--- config.mk ---
export PLATFORM = sky130hd
export DESIGN_NAME = mul_unit
export DESIGN_NICKNAME = d
export VERILOG_FILES = /design/src/rtl/mul_unit.sv
export SDC_FILE = /design/constraint.sdc
export NUM_CORES = 1
export LEC_CHECK = 0
export BUFFER_PORTS_ARGS = -buffer_cell sky130_fd_sc_hd__buf_2
export CAP_MARGIN = 0
export CORE_MARGIN = 4
export CORE_UTILIZATION = 55
export CTS_CLUSTER_SIZE = 16
export DETAILED_ROUTE_END_ITERATION = 16
export GPL_ROUTABILITY_DRIVEN = 0
export PLACE_DENSITY_LB_ADDON = 0.1
export SYNTH_ARGS = -nofsm -noshare
export SYNTH_HDL_FRONTEND = slang
export SYNTH_SLANG_ARGS = --single-unit
--- constraint.sdc ---
create_clock -name clk -period 3.95 [get_ports clk]
set_clock_uncertainty 0.2 [all_clocks]
set_input_delay 0.5925 -clock clk [delete_from_list [all_inputs] [get_ports clk]]
set_output_delay 0.5925 -clock clk [all_outputs]
set_load 0.005 [all_outputs]
--- src/rtl/mul_unit.sv ---
// mul_unit: multi-cycle 8x8 shift-add multiplier serving the AVR
// MUL/MULS/MULSU/FMUL/FMULS/FMULSU instructions. It multiplies operand
// magnitudes, then fixes the sign and the fractional shift in one final step.
//
// Handshake: `start` is a request that is accepted only while `busy` is 0
// (state IDLE). While `busy` is 1, `start` is ignored: nothing is queued and
// nothing restarts. The operation completes with a single-cycle `write`
// pulse, with `write_word` high alongside it. `busy` is already 0 in that
// cycle, so a `start` presented there is accepted.
module mul_unit (
    input  logic        clk,
    input  logic        reset,
    input  logic        start,
    input  logic [2:0]  op,
    input  logic [7:0]  a_val,
    input  logic [7:0]  b_val,
    output logic        busy,
    output logic        write,
    output logic        write_word,
    output logic [5:0]  d,
    output logic [15:0] Rd,
    output logic        flag_c,
    output logic        flag_z
);

    typedef enum logic [1:0] {
        IDLE = 2'd0,
        RUN  = 2'd1,
        FIX  = 2'd2
    } state_t;

    state_t      state;
    state_t      state_nxt;

    logic [2:0]  count;
    logic [15:0] acc;
    logic [7:0]  mcand;     // magnitude of a, shifted by count into acc
    logic [7:0]  mplier;    // magnitude of b, scanned bit by bit
    logic        neg;       // product must be negated in FIX
    logic        frac;      // fractional op: result shifted left by one

    // Operand decode, only used on the accepted start cycle
    logic        a_signed;
    logic        b_signed;
    logic        op_frac;
    logic        a_neg;
    logic        b_neg;
    logic [7:0]  a_mag;
    logic [7:0]  b_mag;

    // Final-step values
    logic [15:0] prod;
    logic [15:0] rd_nxt;

    // The destination is always the R1:R0 pair.
    assign d          = 6'd0;
    assign busy       = (state != IDLE);
    assign write_word = write;

    // Decode signedness and fractional mode from op. Unused codes act as MUL.
    always_comb begin
        a_signed = 1'b0;
        b_signed = 1'b0;
        op_frac  = 1'b0;
        case (op)
            3'b001: begin a_signed = 1'b1; b_signed = 1'b1; end
            3'b010: begin a_signed = 1'b1; end
            3'b100: begin op_frac = 1'b1; end
            3'b101: begin a_signed = 1'b1; b_signed = 1'b1; op_frac = 1'b1; end
            3'b110: begin a_signed = 1'b1; op_frac = 1'b1; end
            default: ;
        endcase
        a_neg = a_signed & a_val[7];
        b_neg = b_signed & b_val[7];
        // 0x80 negates to 0x80, which is the correct unsigned magnitude.
        a_mag = a_neg ? (~a_val + 8'd1) : a_val;
        b_mag = b_neg ? (~b_val + 8'd1) : b_val;
    end

    // Apply sign and fractional shift to the accumulated magnitude
    always_comb begin
        prod   = neg ? (~acc + 16'd1) : acc;
        rd_nxt = frac ? {prod[14:0], 1'b0} : prod;
    end

    // FSM state register
    always_ff @(posedge clk) begin
        if (reset) state <= IDLE;
        else       state <= state_nxt;
    end

    // FSM next state: eight RUN cycles, one FIX cycle, then back to IDLE
    always_comb begin
        state_nxt = state;
        case (state)
            IDLE:    if (start) state_nxt = RUN;
            RUN:     if (count == 3'd7) state_nxt = FIX;
            FIX:     state_nxt = IDLE;
            default: state_nxt = IDLE;
        endcase
    end

    // Datapath: latch operands, shift-add, then register the result and flags
    always_ff @(posedge clk) begin
        if (reset) begin
            count  <= 3'd0;
            acc    <= 16'h0000;
            mcand  <= 8'h00;
            mplier <= 8'h00;
            neg    <= 1'b0;
            frac   <= 1'b0;
            Rd     <= 16'h0000;
            flag_c <= 1'b0;
            flag_z <= 1'b0;
            write  <= 1'b0;
        end else begin
            write <= 1'b0;
            case (state)
                IDLE: begin
                    if (start) begin
                        mcand  <= a_mag;
                        mplier <= b_mag;
                        neg    <= a_neg ^ b_neg;
                        frac   <= op_frac;
                        acc    <= 16'h0000;
                        count  <= 3'd0;
                    end
                end
                RUN: begin
                    if (mplier[count])
                        acc <= acc + ({8'h00, mcand} << count);
                    count <= count + 3'd1;
                end
                FIX: begin
                    Rd     <= rd_nxt;
                    flag_c <= prod[15];
                    flag_z <= (rd_nxt == 16'h0000);
                    write  <= 1'b1;
                end
                default: ;
            endcase
        end
    end

endmodule

Yosys cells after proc, flatten, opt, wreduce, memory -nomap -nowiden
Index checks and enable logic that the tools add are counted.

word-level totals
  register bits after elaboration = 58
  bits of input ports = 22
  output and inout port bits = 27
  logic and storage cells = 64

cells by class
  add/subtract/negate cells = 5
  order comparisons = 1
  equality and inequality tests = 11
  shift operators = 1
  mux-type cells = 18
  bitwise logic cells = 6
  reduce and logical (&&, ||, !) cells = 11

operators with widths
  kind                                                                   count
  16-bit two-way mux                                                     4
  16-bit case mux with 2 select lines                                    1
  16-bit by 1-bit adder with 16-bit output (second input constant)       1
  16-bit adder                                                           1
  8-bit by 1-bit adder with 8-bit output (second input constant)         2
  16-bit logical NOT                                                     1
  8-bit two-way mux                                                      2
  16-bit inverter                                                        1
  8-bit inverter                                                         2
  8-bit by 3-bit left shift with 16-bit output                           1
  3-bit == test (second input constant)                                  4
  2-bit inequality test (second input constant)                          3
  3-bit case mux with 2 select lines                                     1
  2-bit AND reduction                                                    3
  1-bit two-way mux                                                      5
  3-bit by 4-bit < comparator with 1-bit output (second input constant)  1
  2-bit two-way mux                                                      2
  2-bit case mux with 2 select lines                                     1
  2-bit nonzero test                                                     2
  4-bit OR reduction                                                     1
  3-bit by 1-bit adder with 3-bit output (second input constant)         1
  1-bit binary-select mux with 3-bit select                              1
  3-bit by 1-bit == test with 1-bit output (second input constant)       1
  3-bit by 2-bit == test with 1-bit output (second input constant)       1
  9 further kinds                                                        10

Depth between registers and ports, before layout
Gate-level depths: netlist of the first run.

  word-level depth = 5
  mapped depth = 14
  mapped depth without buffers = 13

Worst setup path before layout of the first run
OpenSTA, ideal clock, no wires.

  path type = register -> register
  start = register count[0]
  end = register acc[14]
  setup time = 87 ps
  data arrival time = 2657 ps
  data required time = 3663 ps
  setup slack = 1006 ps
  stages on the path, launching flop included = 15
  buffers on the path = 1
  clock period less this slack = 2944 ps
  cells stage by stage = dfxtp_1 -> buf_2 -> mux2_2 -> nor2_1 -> a21oi_1 -> nor2_1 -> a21oi_1 -> ha_1 -> a21o_1 -> a21oi_1 -> inv_1 -> a211oi_1 -> a211oi_1 -> o21a_1 -> o31ai_1

between the ends
  cells in the longest elaborated chain, start to end = 4
  elaborated cells between the ends (all ways) = 8
  those cells by class = add/sub (1); eq/ne (1); shift (1); mux (4); reduce/logical (1)

RTL lines
  element                                                                                                           RTL line  source
  start: declaration                                                                                                35        logic [2:0] count;
  start signal: assignment                                                                                          132       count <= count + 3'd1;
  8-bit by 3-bit left shift with 16-bit output / 1-bit binary-select mux with 3-bit select (equally long branches)  131, 130
  16-bit adder / 1-bit two-way mux (equally long branches)                                                          131, 130
  16-bit two-way mux / 2-bit inequality test (equally long branches)                                                n/a
  16-bit case mux with 2 select lines / 3-bit AND reduction (equally long branches)                                 n/a
  end signal: assignment                                                                                            131       acc <= acc + ({8'h00, mcand} << count);
  end: declaration                                                                                                  36        logic [15:0] acc;

Parallel ways exist; a longest one is shown, timed or not. The select of a mux whose other input is x is not followed.
A chain may end at the register's enable or synchronous reset.

Worst setup path after layout of the first run
Same ends and word-level chain as after synthesis.

==> flow_results.xml, run 1 <==
<?xml version="1.0" encoding="UTF-8"?>
<metrics>
  <group name="status">
    <metric name="run_status" unit="">completed</metric>
  </group>
  <group name="sta">
    <metric name="report.final.hold_viol_count" unit="">0</metric>
    <metric name="final_setup_fails" unit="">0</metric>
    <metric name="post-route-worst-setup-slack" unit="ns">0.541</metric>
    <metric name="fin_crit_sh" unit="%">86.3</metric>
    <metric name="max_freq" unit="MHz">293</metric>
    <metric name="fin_tns_setup" unit="ns">0</metric>
    <metric name="slew_headroom" unit="%">36.6</metric>
    <metric name="maxSlewViolCount" unit="">0</metric>
    <metric name="tmin_final" unit="ns">3.41</metric>
    <metric name="worst_slew_pin_slew" unit="ns">0.950</metric>
    <metric name="grt_setup_unrepaired" unit="">no</metric>
  </group>
  <group name="route">
    <metric name="routedWlPerCell" unit="um">14.0</metric>
    <metric name="route.top_layer_used" unit="">met4</metric>
    <metric name="detailedRoute.firstIterationViolations" unit="">173</metric>
    <metric name="wl" unit="um">9040</metric>
    <metric name="ant_nets" unit="">0</metric>
    <metric name="m1WireLength" unit="um">4320</metric>
    <metric name="via_per_inst" unit="">5.56</metric>
    <metric name="num_vias" unit="">3598</metric>
    <metric name="dr_wl_met2" unit="um">4050</metric>
    <metric name="detailroute.wirelength.met3" unit="um">460</metric>
    <metric name="drt-pass1-iter-count" unit="">5</metric>
    <metric name="drc" unit="">0</metric>
  </group>
  <group name="logic_synthesis">
    <metric name="ys.flop_type" unit="">sky130_fd_sc_hd__dfxtp_1</metric>
    <metric name="synth_edf_count" unit="">0</metric>
    <metric name="synthArstFlopShare" unit="%">0</metric>
    <metric name="synth_simple_gate_area_share" unit="%">21.7</metric>
    <metric name="synth-adder-area-share" unit="%">6.69</metric>
    <metric name="synth_top_cell_by_area" unit="">sky130_fd_sc_hd__dfxtp_1</metric>
    <metric name="synth_compound_area_share" unit="%">20.7</metric>
    <metric name="synth_top_cells_by_area" unit="">sky130_fd_sc_hd__dfxtp_1, sky130_fd_sc_hd__ha_1, sky130_fd_sc_hd__a21oi_1</metric>
    <metric name="synth_warnings" unit="">0</metric>
    <metric name="netlist.area_leader.share" unit="%">28.8</metric>
    <metric name="synth_xor_area_share" unit="%">7.59</metric>
    <metric name="ys_seq_area_share" unit="%">28.8</metric>
    <metric name="post_synth_instance_area" unit="um2">4040</metric>
    <metric name="syn-instance-count" unit="">523</metric>
    <metric name="synthesis.area_per_instance" unit="um2">7.72</metric>
    <metric name="synth_seq_cells" unit="">58</metric>
    <metric name="synth_top_family_by_area" unit="">simple AND/OR/NAND/NOR gates</metric>
    <metric name="synthDistinctLibCells" unit="">57</metric>
    <metric name="muxShareOfSynthArea" unit="%">6.94</metric>
  </group>
  <group name="power">
    <metric name="power_per_cell_area" unit="nW/um2">317</metric>
    <metric name="vdd_drop_max" unit="mV">0.148</metric>
    <metric name="leakagePower" unit="nW">1.80</metric>
  </group>
  <group name="floorplan">
    <metric name="top_ports" unit="">49</metric>
    <metric name="dieArea" unit="um2">8780</metric>
    <metric name="floorplan.initialDensity" unit="%">58.1</metric>
    <metric name="die_h" unit="um">93.7</metric>
    <metric name="row_count" unit="">30</metric>
    <metric name="core_region_area" unit="um2">6940</metric>
    <metric name="die_x" unit="um">93.7</metric>
  </group>
  <group name="cts">
    <metric name="clk_pin_slew_worst_paths" unit="ns">0.07</metric>
    <metric name="cts_max_level" unit="">3</metric>
    <metric name="cts.root.buffer_cell" unit="">sky130_fd_sc_hd__clkbuf_8</metric>
    <metric name="cts.repair.resized" unit="">0</metric>
    <metric name="clock_tree_from_tritoncts" unit="">built</metric>
    <metric name="clk_latency" unit="ns">0.35</metric>
    <metric name="cts-root-to-sink-buffers" unit="">2</metric>
    <metric name="cts_made_buffers" unit="">9</metric>
    <metric name="cts_hold_buffers" unit="">0</metric>
    <metric name="post-cts-setup-buffer-count" unit="">0</metric>
    <metric name="clock_sink_count" unit="">58</metric>
  </group>
  <group name="grt">
    <metric name="grt_residual_overflow" unit="">0</metric>
    <metric name="grt_max_degree" unit="">51</metric>
    <metric name="global_route_wire_length_before_repair" unit="um">15100</metric>
    <metric name="first_global_vias" unit="">3290</metric>
    <metric name="grt.total_usage" unit="%">21.4</metric>
    <metric name="grt_antenna_before_repair" unit="">0</metric>
  </group>
  <group name="layout">
    <metric name="layout-area-overhead-vs-synth" unit="%">8.65</metric>
    <metric name="layout.nets" unit="">589</metric>
    <metric name="layout_commonest_cell" unit="">sky130_fd_sc_hd__nor2_1</metric>
    <metric name="layout-drive-gt1-share" unit="%">14.0</metric>
    <metric name="layout_common_cells" unit="">sky130_fd_sc_hd__nor2_1, sky130_fd_sc_hd__nand2_1, sky130_fd_sc_hd__dfxtp_1</metric>
    <metric name="antenna_cells_inserted" unit="">0</metric>
  </group>
  <group name="critical_path">
    <metric name="worst_path_dominant_cell_family" unit="">compound AO/OA/AOI/OAI gates</metric>
    <metric name="crit_path_start_kind" unit="">flop</metric>
    <metric name="worstSetupPathType" unit="">flop to flop</metric>
    <metric name="required_arrival_time_at_the_worst_endpoint" unit="ns">4.00</metric>
    <metric name="timing.critical_path.slowest_stage_cell" unit="">sky130_fd_sc_hd__dfxtp_1</metric>
    <metric name="path_max_fanout" unit="">12</metric>
    <metric name="endpoint_kind" unit="">flop</metric>
    <metric name="cp.arrival" unit="ns">3.46</metric>
    <metric name="crit_top_cell" unit="">sky130_fd_sc_hd__nor2_1</metric>
    <metric name="worstPathBufferInverterCount" unit="">0</metric>
    <metric name="critical_path.cell_chain" unit="">mux2i_1 &gt; nor2_1 &gt; a31oi_1 &gt; nor2_1 &gt; ha_1 &gt; nor2b_1 &gt; o21ai_0 &gt; a21boi_0 &gt; o21bai_1 &gt; a211oi_1 &gt; nor3_1 &gt; o31ai_1</metric>
    <metric name="worst_path_largest_cell_delay" unit="ns">0.66</metric>
  </group>
  <group name="placed_design">
    <metric name="port_buffers" unit="">42</metric>
    <metric name="post-place-ws" unit="ns">0.625</metric>
    <metric name="place.detailed.hpwl" unit="um">6840</metric>
  </group>
  <group name="run">
    <metric name="reported_max_cap_violation_count" unit="">0</metric>
  </group>
  <group name="worst_hold_path">
    <metric name="min-delay-path-class" unit="">flop to flop</metric>
  </group>
</metrics>
power by group:
part | internal, mW | leakage [nW] | switching (mW)
sequential | 0.602 | 0.471 | 0.0233
combinational | 0.0838 | 1.24 | 0.120
clock | 0.295 | 0.0921 | 0.269
routing by layer:
layer  track usage (%)  vias up
li1                  -     1872
met4              7.46        0
met2              33.9       93
met3              5.61       22
met1              28.1     1611
met5                 0        -
cells by family after synthesis:
logic type      after synthesis
flops                        58
buf+inv                      59
mux                          25
fa+ha+maj                    21
simple gates                189
xor+xnor                     35
compound gates              135
other cells                   1
synth_stat cells (4+ instances only):
cell / number
sky130_fd_sc_hd__nand2_1: 60
sky130_fd_sc_hd__a211oi_1: 17
sky130_fd_sc_hd__o31ai_1: 6
sky130_fd_sc_hd__nor4_1: 4
sky130_fd_sc_hd__buf_6: 5
sky130_fd_sc_hd__buf_4: 7
sky130_fd_sc_hd__mux2i_1: 19
sky130_fd_sc_hd__nand3_1: 9
sky130_fd_sc_hd__xnor2_1: 18
sky130_fd_sc_hd__nor2_1: 63
sky130_fd_sc_hd__nor3_1: 13
sky130_fd_sc_hd__a21oi_1: 49
sky130_fd_sc_hd__buf_2: 4
sky130_fd_sc_hd__dfxtp_1: 58
sky130_fd_sc_hd__ha_1: 20
sky130_fd_sc_hd__xor2_1: 17
sky130_fd_sc_hd__o21ai_0: 28
sky130_fd_sc_hd__nor2b_1: 7
sky130_fd_sc_hd__mux2_2: 4
sky130_fd_sc_hd__clkbuf_1: 18
sky130_fd_sc_hd__nand2b_1: 6
sky130_fd_sc_hd__or3_1: 8
sky130_fd_sc_hd__inv_1: 21
sky130_fd_sc_hd__a31oi_1: 5
sky130_fd_sc_hd__o211ai_1: 4
per-stage QoR:
stage | total power [mW] | area, um2 | cells | util (%) | hold slack, ns
2_1_floorplan | 0.797 | 4060 | 528 | - | 0.229
3_3_place_gp | 0.836 | 4180 | 631 | 60.3 | 0.234
3_5_place_dp | 0.841 | 4180 | 631 | 60.3 | 0.242
4_1_cts | 1.40 | 4390 | 647 | 63.2 | 0.252
5_1_grt | 1.46 | 4390 | 647 | 63.2 | 0.264
6_report | 1.39 | 4390 | 647 | 63.2 | 0.249
worst register-to-register path: cells and delay by family, from the launching register on:
family | cells | cell delay, ns
adder cells (fa/ha/maj) | 1 | 0.34
flip-flops | 1 | 0.66
AND/OR/NAND/NOR | 4 | 0.38
AO/OA/AOI/OAI | 6 | 1.45
multiplexers | 1 | 0.29
path summary, 6_finish.rpt:
check | start | depth (start not counted) | slack (ns) | end
worst max register to register | count[0]$_SDFFE_PP0P_ | 12 | 0.54 | acc[14]$_SDFFE_PP0P_
worst min-delay path | Rd[1]$_SDFFE_PP0P_ | 2 | 0.25 | Rd[1]$_SDFFE_PP0P_
worst max-delay path | count[0]$_SDFFE_PP0P_ | 12 | 0.54 | acc[14]$_SDFFE_PP0P_
worst min register to register | Rd[1]$_SDFFE_PP0P_ | 2 | 0.25 | Rd[1]$_SDFFE_PP0P_
flip-flops by register name (all words and copies together) (netlist names):
signal	flops
mcand	8
flag_z	1
write	1
neg	1
count	3
acc	16
frac	1
mplier	8
state	2
flag_c	1
Rd	16
final cells by class:
cell class	instances	area, um2
clock buffer	9	124
sequential	58	1160
timing repair buffer	45	233
multi-input combinational	411	2590
fill	648	2560
inverter	21	78.8
tap	96	120
clock inverter	7	78.8
Note: power is estimated with default switching activity, not from simulation.
==> run 2, diff against run 1 <==
- CELL_PAD_IN_SITES_DETAIL_PLACEMENT: unset -> 0
- CELL_PAD_IN_SITES_GLOBAL_PLACEMENT: unset -> 2
- CORE_UTILIZATION: 55 -> 34
==> run 2 against run 1 <==
Worst setup slack worse by 0.0037 ns. Cell count is 7.4% higher. Critical path depth stayed put. Critical path type unchanged. Largest cell class unchanged. Flip-flop and latch count stayed put. Largest power group is now the clock network. Wire length is 17% higher. First-iteration DRC count is 11% higher. Clock power is 27% higher. Count of clock-buffer cells in the layout is 4 higher. Combinational power is 2% higher. Critical endpoint is now acc[8]$_SDFFE_PP0P_.
==> flow_results.xml, run 2 (synthesis results as in run 1) <==
<?xml version="1.0" encoding="UTF-8"?>
<metrics>
  <group name="critical_path">
    <metric name="crit_path_start_kind" unit="">flop</metric>
    <metric name="r2r_cells" unit="">12</metric>
    <metric name="endpoint_kind" unit="">flop</metric>
    <metric name="cp.arrival" unit="ns">3.41</metric>
    <metric name="required_arrival_time_at_the_worst_endpoint" unit="ns">3.95</metric>
    <metric name="worstSetupPathType" unit="">flop to flop</metric>
    <metric name="path_max_fanout" unit="">12</metric>
  </group>
  <group name="floorplan">
    <metric name="top_ports" unit="">49</metric>
    <metric name="die_x" unit="um">117</metric>
    <metric name="row_count" unit="">39</metric>
    <metric name="floorplan.initialDensity" unit="%">35.1</metric>
    <metric name="dieArea" unit="um2">13700</metric>
    <metric name="die_h" unit="um">117</metric>
    <metric name="core_region_area" unit="um2">11500</metric>
  </group>
  <group name="placed_design">
    <metric name="port_buffers" unit="">42</metric>
    <metric name="dp.cells" unit="">680</metric>
    <metric name="post-place-ws" unit="ns">0.560</metric>
    <metric name="place.detailed.hpwl" unit="um">8180</metric>
    <metric name="detailed_place.area" unit="um2">4260</metric>
  </group>
  <group name="cts">
    <metric name="clock_sink_count" unit="">58</metric>
    <metric name="cts.repair.resized" unit="">0</metric>
    <metric name="cts.root.buffer_cell" unit="">sky130_fd_sc_hd__clkbuf_16</metric>
    <metric name="post-cts-setup-buffer-count" unit="">0</metric>
    <metric name="cts_hold_buffers" unit="">0</metric>
    <metric name="cts_max_level" unit="">3</metric>
    <metric name="cts_made_buffers" unit="">9</metric>
    <metric name="clk_pin_slew_worst_paths" unit="ns">0.05</metric>
    <metric name="cts-root-to-sink-buffers" unit="">2</metric>
    <metric name="clk_latency" unit="ns">0.33</metric>
    <metric name="clock_tree_from_tritoncts" unit="">built</metric>
  </group>
  <group name="sta">
    <metric name="maxSlewViolCount" unit="">0</metric>
    <metric name="hold-worst-slack" unit="ns">0.245</metric>
    <metric name="fin_tns_setup" unit="ns">0</metric>
    <metric name="slew_headroom" unit="%">36.3</metric>
    <metric name="post-route-worst-setup-slack" unit="ns">0.538</metric>
    <metric name="report.final.hold_viol_count" unit="">0</metric>
    <metric name="final_setup_fails" unit="">0</metric>
    <metric name="max_freq" unit="MHz">293</metric>
    <metric name="tmin_final" unit="ns">3.41</metric>
    <metric name="fin_crit_sh" unit="%">86.4</metric>
    <metric name="worst_slew_pin_slew" unit="ns">0.954</metric>
    <metric name="grt_setup_unrepaired" unit="">no</metric>
  </group>
  <group name="route">
    <metric name="drc" unit="">0</metric>
    <metric name="ant_nets" unit="">0</metric>
    <metric name="routedWlPerCell" unit="um">15.2</metric>
    <metric name="via_per_inst" unit="">5.25</metric>
    <metric name="wl" unit="um">10600</metric>
    <metric name="drt-pass1-iter-count" unit="">4</metric>
    <metric name="num_vias" unit="">3650</metric>
    <metric name="detailedRoute.firstIterationViolations" unit="">192</metric>
  </group>
  <group name="grt">
    <metric name="first_global_vias" unit="">3596</metric>
    <metric name="grt_antenna_before_repair" unit="">0</metric>
    <metric name="global_route_wire_length_before_repair" unit="um">18100</metric>
    <metric name="grt.total_usage" unit="%">16.8</metric>
    <metric name="grt_residual_overflow" unit="">0</metric>
    <metric name="grt_max_degree" unit="">31</metric>
  </group>
  <group name="worst_hold_path">
    <metric name="min_path_cells" unit="">2</metric>
    <metric name="min-delay-path-class" unit="">flop to flop</metric>
  </group>
  <group name="layout">
    <metric name="biggestRegsByFlops" unit="">Rd x16, acc x16</metric>
    <metric name="postLayoutCoreUtil" unit="%">39.3</metric>
    <metric name="finish.instance_area" unit="um2">4530</metric>
    <metric name="layout.nets" unit="">591</metric>
    <metric name="layout_commonest_cell" unit="">sky130_fd_sc_hd__nor2_1</metric>
    <metric name="layout_common_cells" unit="">sky130_fd_sc_hd__nor2_1, sky130_fd_sc_hd__nand2_1, sky130_fd_sc_hd__dfxtp_1</metric>
    <metric name="layout-drive-gt1-share" unit="%">13.8</metric>
    <metric name="fill_cells" unit="">1224</metric>
    <metric name="layout-area-overhead-vs-synth" unit="%">12.2</metric>
    <metric name="layout.cells.non_filler" unit="">695</metric>
    <metric name="antenna_cells_inserted" unit="">0</metric>
  </group>
  <group name="power">
    <metric name="power_per_cell_area" unit="nW/um2">343</metric>
    <metric name="vdd_drop_max" unit="mV">0.159</metric>
    <metric name="leakagePower" unit="nW">1.85</metric>
    <metric name="total_power" unit="mW">1.55</metric>
  </group>
  <group name="run">
    <metric name="reported_max_cap_violation_count" unit="">0</metric>
  </group>
  <group name="status">
    <metric name="run_status" unit="">completed</metric>
  </group>
</metrics>
## run 2: cell types whose count changed in the layout (fill, tap and decap cells not counted), moves of 2 or more
cell,previous run,this run
sky130_fd_sc_hd__buf_4,3,5
sky130_fd_sc_hd__clkbuf_1,0,2
sky130_fd_sc_hd__clkinvlp_4,3,1
sky130_fd_sc_hd__clkinv_4,2,0
sky130_fd_sc_hd__clkbuf_16,0,9
sky130_fd_sc_hd__clkbuf_8,9,2
## run 2: layer usage
| layer | wire length (um) | GRT usage (%) | vias to the layer above | part of all wire (%) |
|---|---|---|---|---|
| met1 | 5060 | 22.1 | 1692 | 48 |
| met4 | 230 | 7.19 | 0 | 2.2 |
| met3 | 283 | 2.16 | 14 | 2.7 |
| met5 | 0 | 0 | - | 0 |
| li1 | - | - | 1882 | - |
| met2 | 5020 | 27.8 | 62 | 47 |
## run 2: critical path: stages (launching register included)
cell                       delay, ns
sky130_fd_sc_hd__dfxtp_1        0.67
sky130_fd_sc_hd__mux2i_1        0.31
sky130_fd_sc_hd__nor2_1         0.06
sky130_fd_sc_hd__a31oi_1        0.26
sky130_fd_sc_hd__nor2_1         0.08
sky130_fd_sc_hd__ha_1           0.31
sky130_fd_sc_hd__nor2b_1        0.15
sky130_fd_sc_hd__o21ai_0        0.20
sky130_fd_sc_hd__a21boi_0       0.18
sky130_fd_sc_hd__o21ai_0        0.31
sky130_fd_sc_hd__a21oi_1        0.15
sky130_fd_sc_hd__xnor2_1        0.28
sky130_fd_sc_hd__o21ai_0        0.12
## run 2: worst paths after layout
kind	start	endpoint	slack, ns
setup / recovery	count[0]$_SDFFE_PP0P_	acc[8]$_SDFFE_PP0P_	0.54
setup reg to reg	count[0]$_SDFFE_PP0P_	acc[8]$_SDFFE_PP0P_	0.54
hold reg to reg	Rd[2]$_SDFFE_PP0P_	Rd[2]$_SDFFE_PP0P_	0.25
hold / removal	Rd[2]$_SDFFE_PP0P_	Rd[2]$_SDFFE_PP0P_	0.25
## run 2: area by class of cell
class | instances | area [um2] | share of cell area [%]
Inverter | 21 | 78.8 | 1.74
Clock inverter | 2 | 12.5 | 0.276
Timing Repair Buffer | 47 | 248 | 5.47
Multi-Input combinational cell | 411 | 2590 | 57.2
Sequential cell | 58 | 1160 | 25.6
Tap cell | 143 | 179 | 3.95
Clock buffer | 13 | 260 | 5.74
## run 2: power by group
part | switching [mW] | leakage [nW] | internal, mW
sequential | 0.0246 | 0.471 | 0.604
clock | 0.264 | 0.132 | 0.454
combinational | 0.124 | 1.25 | 0.0844
==> run 3, diff against run 2 <==
- CTS_BUF_LIST: unset -> sky130_fd_sc_hd__clkbuf_16
- clock period: 3.95 -> 3.8 ns (I/O delays scaled with it)
==> run 3 against run 2 <==
Sequential power increased by 3.8%. Clock power increased by 12%. Via count shrank 0.82%. Power is 7.8% higher. Combinational power grew 4%.
==> flow_results.xml, run 3 (synthesis results as in run 1) <==
<?xml version="1.0" encoding="UTF-8"?>
<metrics>
  <group name="grt">
    <metric name="grt_residual_overflow" unit="">0</metric>
    <metric name="first_global_vias" unit="">3502</metric>
    <metric name="grt_antenna_before_repair" unit="">0</metric>
    <metric name="grt.total_usage" unit="%">16.7</metric>
    <metric name="global_route_wire_length_before_repair" unit="um">17900</metric>
    <metric name="grt_max_degree" unit="">31</metric>
  </group>
  <group name="layout">
    <metric name="layout.nets" unit="">592</metric>
    <metric name="postLayoutCoreUtil" unit="%">39.6</metric>
    <metric name="layout-drive-gt1-share" unit="%">14.3</metric>
    <metric name="biggestRegsByFlops" unit="">Rd x16, acc x16</metric>
    <metric name="layout-area-overhead-vs-synth" unit="%">13.0</metric>
    <metric name="antenna_cells_inserted" unit="">0</metric>
    <metric name="layout_commonest_cell" unit="">sky130_fd_sc_hd__nor2_1</metric>
    <metric name="layout_common_cells" unit="">sky130_fd_sc_hd__nor2_1, sky130_fd_sc_hd__nand2_1, sky130_fd_sc_hd__dfxtp_1</metric>
  </group>
  <group name="floorplan">
    <metric name="floorplan.initialDensity" unit="%">35.1</metric>
    <metric name="top_ports" unit="">49</metric>
    <metric name="die_x" unit="um">117</metric>
    <metric name="dieArea" unit="um2">13700</metric>
    <metric name="core_region_area" unit="um2">11500</metric>
    <metric name="row_count" unit="">39</metric>
    <metric name="die_h" unit="um">117</metric>
  </group>
  <group name="route">
    <metric name="ant_nets" unit="">0</metric>
    <metric name="drc" unit="">0</metric>
    <metric name="routedWlPerCell" unit="um">15.3</metric>
    <metric name="detailedRoute.firstIterationViolations" unit="">192</metric>
    <metric name="wl" unit="um">10600</metric>
    <metric name="via_per_inst" unit="">5.19</metric>
    <metric name="drt-pass1-iter-count" unit="">4</metric>
    <metric name="num_vias" unit="">3620</metric>
  </group>
  <group name="sta">
    <metric name="tmin_final" unit="ns">3.35</metric>
    <metric name="final_setup_fails" unit="">0</metric>
    <metric name="worst_slew_pin_slew" unit="ns">0.962</metric>
    <metric name="maxSlewViolCount" unit="">0</metric>
    <metric name="max_freq" unit="MHz">298</metric>
    <metric name="fin_crit_sh" unit="%">88.3</metric>
    <metric name="slew_headroom" unit="%">35.8</metric>
    <metric name="fin_tns_setup" unit="ns">0</metric>
    <metric name="grt_setup_unrepaired" unit="">no</metric>
    <metric name="report.final.hold_viol_count" unit="">0</metric>
  </group>
  <group name="power">
    <metric name="total_switching_power" unit="mW">0.456</metric>
    <metric name="pwr-share-clk" unit="%">48.1</metric>
    <metric name="total_power" unit="mW">1.68</metric>
    <metric name="switching_share" unit="%">27.2</metric>
    <metric name="comb_power_share" unit="%">12.9</metric>
    <metric name="cellInternalPower" unit="mW">1.22</metric>
    <metric name="p_seq_share" unit="%">39.0</metric>
    <metric name="leakagePower" unit="nW">1.86</metric>
    <metric name="vdd_drop_max" unit="mV">0.259</metric>
    <metric name="power_per_cell_area" unit="nW/um2">367</metric>
  </group>
  <group name="cts">
    <metric name="post-cts-setup-buffer-count" unit="">0</metric>
    <metric name="cts-root-to-sink-buffers" unit="">2</metric>
    <metric name="cts.repair.resized" unit="">0</metric>
    <metric name="clk_pin_slew_worst_paths" unit="ns">0.06</metric>
    <metric name="clock_tree_from_tritoncts" unit="">built</metric>
    <metric name="cts_hold_buffers" unit="">0</metric>
    <metric name="clock_sink_count" unit="">58</metric>
    <metric name="cts_made_buffers" unit="">9</metric>
    <metric name="clk_latency" unit="ns">0.33</metric>
    <metric name="cts.root.buffer_cell" unit="">sky130_fd_sc_hd__clkbuf_16</metric>
    <metric name="cts_max_level" unit="">3</metric>
  </group>
  <group name="critical_path">
    <metric name="timing.critical_path.slowest_stage_cell" unit="">sky130_fd_sc_hd__dfxtp_1</metric>
    <metric name="critical_path.cell_chain" unit="">mux2_2 &gt; nor2_1 &gt; a21oi_1 &gt; nor2_1 &gt; a21oi_1 &gt; ha_1 &gt; a21o_1 &gt; a21oi_1 &gt; inv_1 &gt; a211oi_1 &gt; a211oi_1 &gt; o21a_1 &gt; o31ai_1</metric>
    <metric name="worstSetupPathType" unit="">flop to flop</metric>
    <metric name="crit_top_cell" unit="">sky130_fd_sc_hd__a21oi_1</metric>
    <metric name="minimum_setup_slack_among_reg_to_reg_paths" unit="ns">0.45</metric>
    <metric name="worst_path_largest_cell_delay" unit="ns">0.67</metric>
    <metric name="crit_path_start_kind" unit="">flop</metric>
    <metric name="path_max_fanout" unit="">12</metric>
    <metric name="cp.arrival" unit="ns">3.40</metric>
    <metric name="required_arrival_time_at_the_worst_endpoint" unit="ns">3.85</metric>
    <metric name="endpoint_kind" unit="">flop</metric>
  </group>
  <group name="worst_hold_path">
    <metric name="min-delay-path-class" unit="">flop to flop</metric>
  </group>
  <group name="placed_design">
    <metric name="port_buffers" unit="">42</metric>
    <metric name="place.detailed.hpwl" unit="um">8250</metric>
  </group>
  <group name="run">
    <metric name="reported_max_cap_violation_count" unit="">0</metric>
  </group>
  <group name="status">
    <metric name="run_status" unit="">completed</metric>
  </group>
</metrics>
run 3: critical path: cells and delay by family (launching register included):
| family | cells | cell delay (ns) |
|---|---|---|
| AOI/OAI and AO/OA | 8 | 1.33 |
| adders and majority gates | 1 | 0.35 |
| buffers and inverters | 1 | 0.08 |
| DFF | 1 | 0.67 |
| muxes | 1 | 0.42 |
| and+or+nand+nor | 2 | 0.21 |
run 3: routing by layer:
layer / share of wire [%] / track usage (%)
met2: 47 / 27.8
met3: 3.1 / 3.44
met1: 49 / 21.7
met5: 0 / 0
met4: 1.3 / 5.35
run 3: power by group through the flow:
stage	Combinational (mW)	Clock, mW	Sequential [mW]
3_3_place_gp	0.216	0	0.666
2_1_floorplan	0.179	0	0.650
4_1_cts	0.219	0.822	0.653
5_1_grt	0.245	0.854	0.656
6_report	0.217	0.806	0.653
3_5_place_dp	0.218	0	0.666
run 3: final cells by class:
| type | instances | area [um2] |
|---|---|---|
| Multi-Input combinational cell | 411 | 2590 |
| Clock inverter | 7 | 70.1 |
| Fill cell | 1215 | 6960 |
| Sequential cell | 58 | 1160 |
| Clock buffer | 9 | 225 |
| Tap cell | 143 | 179 |
| Inverter | 21 | 78.8 |
| Timing Repair Buffer | 48 | 255 |
run 3: worst paths after layout:
| path | start | end | cells past startpoint |
|---|---|---|---|
| worst max-delay path | count[0]$_SDFFE_PP0P_ | acc[14]$_SDFFE_PP0P_ | 13 |
| worst min-delay path | Rd[4]$_SDFFE_PP0P_ | Rd[4]$_SDFFE_PP0P_ | 2 |
| worst max register to register | count[0]$_SDFFE_PP0P_ | acc[14]$_SDFFE_PP0P_ | 13 |
| worst min register to register | Rd[4]$_SDFFE_PP0P_ | Rd[4]$_SDFFE_PP0P_ | 2 |
run 3: through the flow:
stage	hold WS, ns	std cells	area [um2]	worst slack (ns)
3_3_place_gp	0.239	681	4270	0.501
2_1_floorplan	0.229	528	4060	0.856
6_report	0.248	697	4560	0.446
4_1_cts	0.252	697	4560	0.412
3_5_place_dp	0.244	681	4270	0.420
5_1_grt	0.273	697	4560	0.0787
